<file path="config.mk">
export PLATFORM = sky130hd
export DESIGN_NAME = adder_pipe
export DESIGN_NICKNAME = d
export VERILOG_FILES = /design/src/rtl/adder_pkg.sv /design/src/rtl/adder_chunk.sv /design/src/rtl/full_adder.sv /design/src/rtl/adder_pipe.sv
export SDC_FILE = /design/constraint.sdc
export NUM_CORES = 1
export LEC_CHECK = 0
export ABC_AREA = 1
export CAP_MARGIN = 20
export CORE_MARGIN = 8
export CORE_UTILIZATION = 45
export DETAILED_ROUTE_END_ITERATION = 12
export HOLD_SLACK_MARGIN = 0.08
export PLACE_DENSITY = 0.74
export RECOVER_POWER = 50
export SLEW_MARGIN = 10
export SYNTH_ARGS = -nofsm -noshare
export SYNTH_HDL_FRONTEND = slang
export SYNTH_SLANG_ARGS = --single-unit
</file>
<file path="constraint.sdc">
create_clock -name clk -period 7.89 [get_ports clk]
set_input_delay 2.367 -clock clk [delete_from_list [all_inputs] [get_ports clk]]
set_output_delay 2.367 -clock clk [all_outputs]
set_load 0.05 [all_outputs]
</file>
<file path="src/rtl/adder_pkg.sv">
// Shared types for the pipelined adder/subtractor: operation select,
// result flag bundle and the chunk-width helper.
package adder_pkg;

   typedef enum logic {
      OP_ADD = 1'b0,
      OP_SUB = 1'b1
   } op_e;

   typedef struct packed {
      logic cout;
      logic ovf;
      logic zero;
   } flags_t;

   function automatic int chunk_width(input int width, input int stages);
      return width / stages;
   endfunction

endpackage

</file>
<file path="src/rtl/adder_chunk.sv">
// One registered pipeline stage: CW-bit ripple adder followed by an enable-gated
// output register holding the chunk sum, carry out and carry into the chunk MSB.
module adder_chunk #(
   parameter int CW = 8
) (
   input  logic          clk,
   input  logic          rst,
   input  logic          en,
   input  logic [CW-1:0] a,
   input  logic [CW-1:0] b,
   input  logic          cin,
   output logic [CW-1:0] sum,
   output logic          cout,
   output logic          cmsb
);

   logic [CW:0]   carry;
   logic [CW-1:0] sum_comb;

   assign carry[0] = cin;

   for (genvar i = 0; i < CW; i++) begin : g_bit
      full_adder u_fa (
         .a  (a[i]),
         .b  (b[i]),
         .ci (carry[i]),
         .s  (sum_comb[i]),
         .co (carry[i+1])
      );
   end

   // cmsb is the carry into the top bit; only the last stage's copy feeds overflow.
   always_ff @(posedge clk or posedge rst) begin
      if (rst) begin
         sum  <= '0;
         cout <= 1'b0;
         cmsb <= 1'b0;
      end else if (en) begin
         sum  <= sum_comb;
         cout <= carry[CW];
         cmsb <= carry[CW-1];
      end
   end

endmodule

</file>
<file path="src/rtl/full_adder.sv">
// One-bit full adder cell; the ripple inside each pipeline chunk is built from these.
module full_adder (
   input  logic a,
   input  logic b,
   input  logic ci,
   output logic s,
   output logic co
);

   assign s  = a ^ b ^ ci;
   assign co = (a & b) | (ci & (a ^ b));

endmodule

</file>
<file path="src/rtl/adder_pipe.sv">
// Pipelined adder/subtractor: WIDTH split into STAGES chunks, carry registered
// between stages. Build with ADDER_PIPE_SAT_EN for signed saturation of the result.
module adder_pipe
   import adder_pkg::*;
#(
   parameter int WIDTH  = 32,
   parameter int STAGES = 4
) (
   input  logic             clk,
   input  logic             rst,
   input  logic             in_valid,
   output logic             in_ready,
   input  logic [WIDTH-1:0] in_a,
   input  logic [WIDTH-1:0] in_b,
   input  logic             in_cin,
   input  op_e              in_op,
   output logic             out_valid,
   input  logic             out_ready,
   output logic [WIDTH-1:0] out_sum,
   output logic             out_cout,
   output logic             out_ovf,
   output logic             out_zero
);

   localparam int CW = chunk_width(WIDTH, STAGES);

   if ((STAGES < 1) || ((WIDTH % STAGES) != 0)) begin : g_bad_params
      $error("adder_pipe: WIDTH must be a multiple of STAGES and STAGES >= 1");
   end

   // Handshake: a beat moves on valid && ready at either end; a stalled output
   // freezes every stage so the pipe never drops or duplicates a beat.
   logic stall;
   assign stall     = out_valid && !out_ready;
   assign in_ready  = !stall;

   logic [WIDTH-1:0] b_cond;
   logic             c0;

   always_comb begin
      b_cond = in_b;
      c0     = in_cin;
      if (in_op == OP_SUB) begin
         b_cond = ~in_b;
         c0     = 1'b1;
      end
   end

   logic             v_s    [STAGES];
   logic [WIDTH-1:0] a_s    [STAGES];
   logic [WIDTH-1:0] b_s    [STAGES];
   logic [WIDTH-1:0] full_s [STAGES];
   logic             cout_s [STAGES];
   logic             cmsb_s [STAGES];

   for (genvar k = 0; k < STAGES; k++) begin : g_stage
      logic             v_in;
      logic [WIDTH-1:0] a_in;
      logic [WIDTH-1:0] b_in;
      logic [WIDTH-1:0] s_in;
      logic             c_in;
      logic             v_q;
      logic [WIDTH-1:0] a_q;
      logic [WIDTH-1:0] b_q;
      logic [WIDTH-1:0] s_q;
      logic [CW-1:0]    chunk_sum;
      logic [WIDTH-1:0] full;

      if (k == 0) begin : g_first
         assign v_in = in_valid;
         assign a_in = in_a;
         assign b_in = b_cond;
         assign s_in = '0;
         assign c_in = c0;
      end else begin : g_next
         assign v_in = v_s[k-1];
         assign a_in = a_s[k-1];
         assign b_in = b_s[k-1];
         assign s_in = full_s[k-1];
         assign c_in = cout_s[k-1];
      end

      // Operands ride along (skew) and finished chunks ride along (de-skew)
      // so that the whole result word lines up at the last stage.
      always_ff @(posedge clk or posedge rst) begin
         if (rst) begin
            v_q <= 1'b0;
            a_q <= '0;
            b_q <= '0;
            s_q <= '0;
         end else if (!stall) begin
            v_q <= v_in;
            a_q <= a_in;
            b_q <= b_in;
            s_q <= s_in;
         end
      end

      adder_chunk #(
         .CW (CW)
      ) u_chunk (
         .clk  (clk),
         .rst  (rst),
         .en   (!stall),
         .a    (a_in[k*CW +: CW]),
         .b    (b_in[k*CW +: CW]),
         .cin  (c_in),
         .sum  (chunk_sum),
         .cout (cout_s[k]),
         .cmsb (cmsb_s[k])
      );

      always_comb begin
         full              = s_q;
         full[k*CW +: CW]  = chunk_sum;
      end

      assign v_s[k]    = v_q;
      assign a_s[k]    = a_q;
      assign b_s[k]    = b_q;
      assign full_s[k] = full;
   end

   logic [WIDTH-1:0] sum_fin;
   flags_t           flags;

   always_comb begin
      sum_fin    = full_s[STAGES-1];
      flags.cout = cout_s[STAGES-1];
      flags.ovf  = cmsb_s[STAGES-1] ^ cout_s[STAGES-1];
`ifdef ADDER_PIPE_SAT_EN
      // On overflow both operand MSBs agree, so A's MSB gives the direction.
      if (flags.ovf) begin
         sum_fin = a_s[STAGES-1][WIDTH-1] ? {1'b1, {(WIDTH-1){1'b0}}}
                                           : {1'b0, {(WIDTH-1){1'b1}}};
      end
`endif
      flags.zero = v_s[STAGES-1] && (sum_fin == '0);
   end

   assign out_valid = v_s[STAGES-1];
   assign out_sum   = sum_fin;
   assign out_cout  = flags.cout;
   assign out_ovf   = flags.ovf;
   assign out_zero  = flags.zero;

endmodule
</file>
==> Word-level counts from Yosys, hierarchy flattened <==
Index checks and enable logic that the tools add are counted.
{ "totals": {"romBits": 0, "latchBits": 0, "ramBits": 0, "output_inout_bits": 37, "inputBits": 70, "n_memories": 0, "wordCells": 191, "reg_bits": 281} }
{ "op_classes": {"n_reduce_logical": 5, "n_mux": 2, "n_mul": 0, "eq_ne": 0, "bitwise_logic": 162, "shifts": 0, "n_addsub": 0, "n_div": 0, "order_cmp": 0} }
{ "op_table": {"columns": ["op", "count"], "rows": [
  ["$xor A1 B1 Y1", 65],
  ["$and A1 B1 Y1", 64],
  ["$logic_not A32 Y1", 1],
  ["$mux W32", 1],
  ["$not A32 Y32", 1],
  ["$or A1 B1 Y1", 32],
  ["$logic_and A1 B1 Y1", 2],
  ["$logic_not A1 Y1", 2],
  ["$mux W1", 1]
]} }

==> Logic depth before layout (Yosys ltp) <==
{ "depth": {"ltp_word": 19, "mapped_depth": 14, "ltp_nobuf": 14} }

==> Modules after synthesis <==
A second synthesis with hierarchy kept.
{ "hier_totals": {"hier_cells": 737, "hier_area_um2": 8235.4} }
{ "by_module_without_submodules": {"columns": ["mod", "instances", "area_each_um2", "seq_area_each_um2", "cells_per_inst"], "rows": [
  ["adder_pipe", 1, 6068.3, 3703.6, 533],
  ["adder_chunk", 4, 381.6, 250.2, 43],
  ["full_adder", 32, 20.0, 0.0, 1]
]} }

==> Worst setup path before layout <==
No wires, ideal clock.
{ "synth_path": {"path_kind": "input-to-reg", "from": "in in_op", "to": "reg g_stage[0].u_chunk.sum[7]", "setup_ps": 130, "n_path_buf": 2, "stages": 14, "path_slack_ps": 1633, "t_arrival_ps": 6127, "required_ps": 7760, "cell_sequence": "buf_2 -> buf_2 -> xnor2_1 -> fa_1 -> fa_1 -> fa_1 -> fa_1 -> fa_1 -> fa_1 -> fa_1 -> inv_1 -> fa_1 -> nand2_1 -> o21ai_0"} }
{ "synth_between": {"elab_chain_len": 17, "word_cells_on_any_way": 32, "cone_classes": "mux: 2; bitwise: 30"} }
{ "synth_lines": {"columns": ["item", "line", "text"], "rows": [
  ["from (decl)", "adder_pipe.sv:16", "input op_e in_op,"],
  ["$mux W32", "adder_pipe.sv:43", "if (in_op == OP_SUB) begin"],
  ["$xor A1 B1 Y1", "full_adder.sv:11", "assign co = (a & b) | (ci & (a ^ b));"],
  ["$and A1 B1 Y1", "full_adder.sv:11", null],
  ["$or A1 B1 Y1", "full_adder.sv:11", null],
  ["$and A1 B1 Y1", "full_adder.sv:11", null],
  ["$or A1 B1 Y1", "full_adder.sv:11", null],
  ["$and A1 B1 Y1", "full_adder.sv:11", null],
  ["$or A1 B1 Y1", "full_adder.sv:11", null],
  ["(+2 left out)", null, null],
  ["$and A1 B1 Y1", "full_adder.sv:11", null],
  ["$or A1 B1 Y1", "full_adder.sv:11", null],
  ["$and A1 B1 Y1", "full_adder.sv:11", null],
  ["$or A1 B1 Y1", "full_adder.sv:11", null],
  ["$and A1 B1 Y1", "full_adder.sv:11", null],
  ["$or A1 B1 Y1", "full_adder.sv:11", null],
  ["$xor A1 B1 Y1 (*)", "full_adder.sv:10", "assign s = a ^ b ^ ci;"],
  ["net g_stage[0].u_chunk.g_bit[7].u_fa.s", "full_adder.sv:6", "output logic s,"],
  ["to (signal assigned)", "adder_chunk.sv:39", "sum <= sum_comb;"],
  ["to (decl)", "adder_chunk.sv:12", "output logic [CW-1:0] sum,"]
]} }
Mark *: on every way through the listed nets, which the timed path passes. The rest lies on a longest branch.
A chain may end at the register's enable or synchronous reset.

==> Final worst setup path <==
{ "layout_path": {"from": "in out_ready", "to": "out in_ready"} }
{ "layout_between": {"elab_chain_len": 3} }
{ "layout_lines": {"columns": ["item", "line", "text"], "rows": [
  ["from (decl)", "adder_pipe.sv:18", "input logic out_ready,"],
  ["$logic_not A1 Y1", "adder_pipe.sv:34", "assign stall = out_valid && !out_ready;"],
  ["$logic_and A1 B1 Y1", "adder_pipe.sv:34", null],
  ["$logic_not A1 Y1", null, null],
  ["to (decl)", "adder_pipe.sv:12", "output logic in_ready,"]
]} }
No other way between the ends.

==> out/qor.csv <==
metric,value,unit
status,"complete, but fails checks",
violations,"max-capacitance violations, max-slew violations",
p_leak,4.600,nW
drive_gt1_share,13.82,%
dr.pass1.iters,5,
viasPerCell,4.559,
clock-sinks,185,
grt_start_max_net_pins,253,
clkPwrFrac,19.4,%
synthesis.area,0.008498,sq mm
yosysWarnings,0,
ios,107,
timing.hold.worst.class,reg2reg,
path_class,in2out,
clockRootBuffer,clkbuf_16,
critPathTopFamily,buffers and inverters,
place.gp.congestion,0.7415,
cts_resized,0,
min_from,g_stage[2].v_q,
finalCritPeriodShare,87.54,%
syn_inst,815,
synth_nets,917,
multi_input_area,0.002990,sq mm
hold_buffers,0,
via_count,5225,
final_common_cell,dfrtp_1,
crit_required,5.52,ns
antenna_found_initial,0,
drc,0,
fin_ws,0.9832,ns
synth_area_leaders,"dfrtp_1 54%, a21oi_2 8.5%, fa_1 7.5%, inv_1 5.3%, nand2_1 4.9%",
dieWidth,153.4,microns
grt-ovfl-total,0,
syn_area_per_cell,10.43,sq um
start_util,45.58,%
p_int,2.566,mW
layout_common_cells,"185 x dfrtp_1, 120 x inv_1, 110 x nand2_1",
ys_types,18,
clkTransAtPathRegs,0.07,ns
rrSetupSlack,3.59,ns
ir_worst_vdd,0.0001933,V
grt_pass1_wl,26.39,mm
fmax,144.8,MHz
fillers,1655,
nets,1001,
postCtsSetupRepairBufs,0,
grt_pass1_vias,5231,
ant_nets,0,
yosys.area.top_type,dfrtp_1,
path_buf_inv,2,
slew_headroom,-84.54,%
rsz0062_at_grt,false,
dp_hpwl,10.67,mm
worst-r2r-cell-count,14,
cpPeakStageDelay,0.96,ns
switchingPower,1.745,mW
syn_to_final_growth,18.15,%
worstMarginPinSlew,2.768,ns
whs_endpoint,out_valid,
sw_frac_of_total,40.48,%
ys_seq_area_share,54.48,%
startpoint_type,input port,
cp_cell_sequence,"clkdlybuf4s50_1, or2_0, clkdlybuf4s50_1",
synth_top_area_share,54.48,%
setup_violations,0,
cts_tree,done,
rows,50,
wire_per_inst,13.59,microns
cp.arrival,4.54,ns
comb_power_share,43.1,%
diodes,0,
critPathSlowestCell,clkdlybuf4s50_1,
htreeDepth,4,
drv_slew,487,
gr-usage-all-layers,13.92,%
timing.rr.start,g_stage[2].u_chunk.cout,
layout_min_cycle_time,6.907,ns
hold_depth,2,
clock_latency,0.42,ns
ys_seq_elements,185,
hold_violations,0,
core_area,0.01864,sq mm
drt_iter0_drc,356,
r2r-end,g_stage[3].u_chunk.sum[7],
seqPwrFrac,37.5,%
port_buffers,106,
ff_latch_area,0.004629,sq mm
clockBufferDepth,2,
clock_skew,0.007866,ns
design.die.area,0.02354,sq mm
cts_buffers,17,
crit_path_max_fanout,19,
floorplan.die.height,153.4,microns
setup_tns,0,ns
place_ws,1.414,ns
endpoint_kind,output pin,
maxCapViolations,3,
power.density,429.3,mW/mm^2
crit_top_cell,clkdlybuf4s50_1,
finalWirelength,15.57,mm
worst min-delay path: cells and delay by family (launching register included):
family,cells,cell delay [ns]
buffers and inverters,1,0.04
DFF,1,0.32
and+or+nand+nor,1,0.05
Yosys cell counts (all sizes together):
master  instances
dfrtp         185
inv           121
nand2         110
o21ai         102
nor2          100
a21oi          82
buf            38
fa             32
xnor2          25
xor2            8
clkbuf          7
nand3           4
or2             1
worst max-delay path by stage:
stage | startpoint | endpoint | slack (ns) | cells past startpoint
finish | out_ready | in_ready | 0.98 | 3
global route | out_ready | in_ready | 0.87 | 3
CTS | out_ready | in_ready | 1.58 | 3
detailed placement | in_b[0] | g_stage[0].u_chunk.sum[7] | 1.41 | 13
global placement | in_b[0] | g_stage[0].u_chunk.sum[7] | 1.48 | 13
floorplan | rst | g_stage[0].a_q[10] | 0.49 | 1
power by group through the flow:
stage                     combinational, mW  sequential, mW  clock, mW
after floorplan                        1.12            1.90          0
after global placement                 1.84            1.61          0
after detailed placement               1.87            1.64          0
after CTS                              1.89            1.62      0.859
after global routing                   2.08            1.67      0.895
final                                  1.86            1.62      0.836
kinds of logic after synthesis:
family	count (synthesis)	synth area share (%)
AND/OR/NAND/NOR	215	9.703
flip-flops	185	54.48
AO/OA/AOI/OAI	184	14.72
buffers and inverters	166	10.16
XOR/XNOR	33	3.401
adder cells (fa/ha/maj)	32	7.538
registers in the layout (all words and copies together) (netlist names):
register / count
g_stage.a_q: 48
g_stage.b_q: 48
g_stage.s_q: 48
g_stage.u_chunk.cmsb: 1
g_stage.u_chunk.cout: 4
g_stage.u_chunk.sum: 32
g_stage.v_q: 3
out_valid: 1
through the flow:
| stage | cell area (sq um) | hold WS [ns] | utilization, % | power (mW) | std cells |
|---|---|---|---|---|---|
| detailed placement | 9490 | 0.4393 | 50.91 | 3.502 | 1114 |
| global route | 10040 | 0.4850 | 53.86 | 4.646 | 1146 |
| floorplan | 8498 | 0.4198 | - | 3.019 | 815 |
| global placement | 9490 | 0.4442 | 50.91 | 3.453 | 1114 |
| CTS | 10080 | 0.4586 | 54.05 | 4.365 | 1146 |
| finish | 10040 | 0.4550 | 53.86 | 4.310 | 1146 |
area by class of cell:
class | count | share of cell area [%]
Clock buffer | 18 | 4.374
Clock inverter | 14 | 1.470
Inverter | 121 | 4.561
Multi-Input combinational cell | 464 | 29.78
Sequential cell | 185 | 46.11
Tap cell | 234 | 2.916
Timing Repair Buffer | 110 | 10.79
layer usage:
layer	vias up	GRT usage [%]	routed length, microns
met5	-	0	0
met4	0	4.620	169
met3	12	3.440	633
met2	87	20.51	6959
met1	2444	19.75	7807
li1	2682	-	-
No activity file was read; power rests on OpenSTA's default activity.
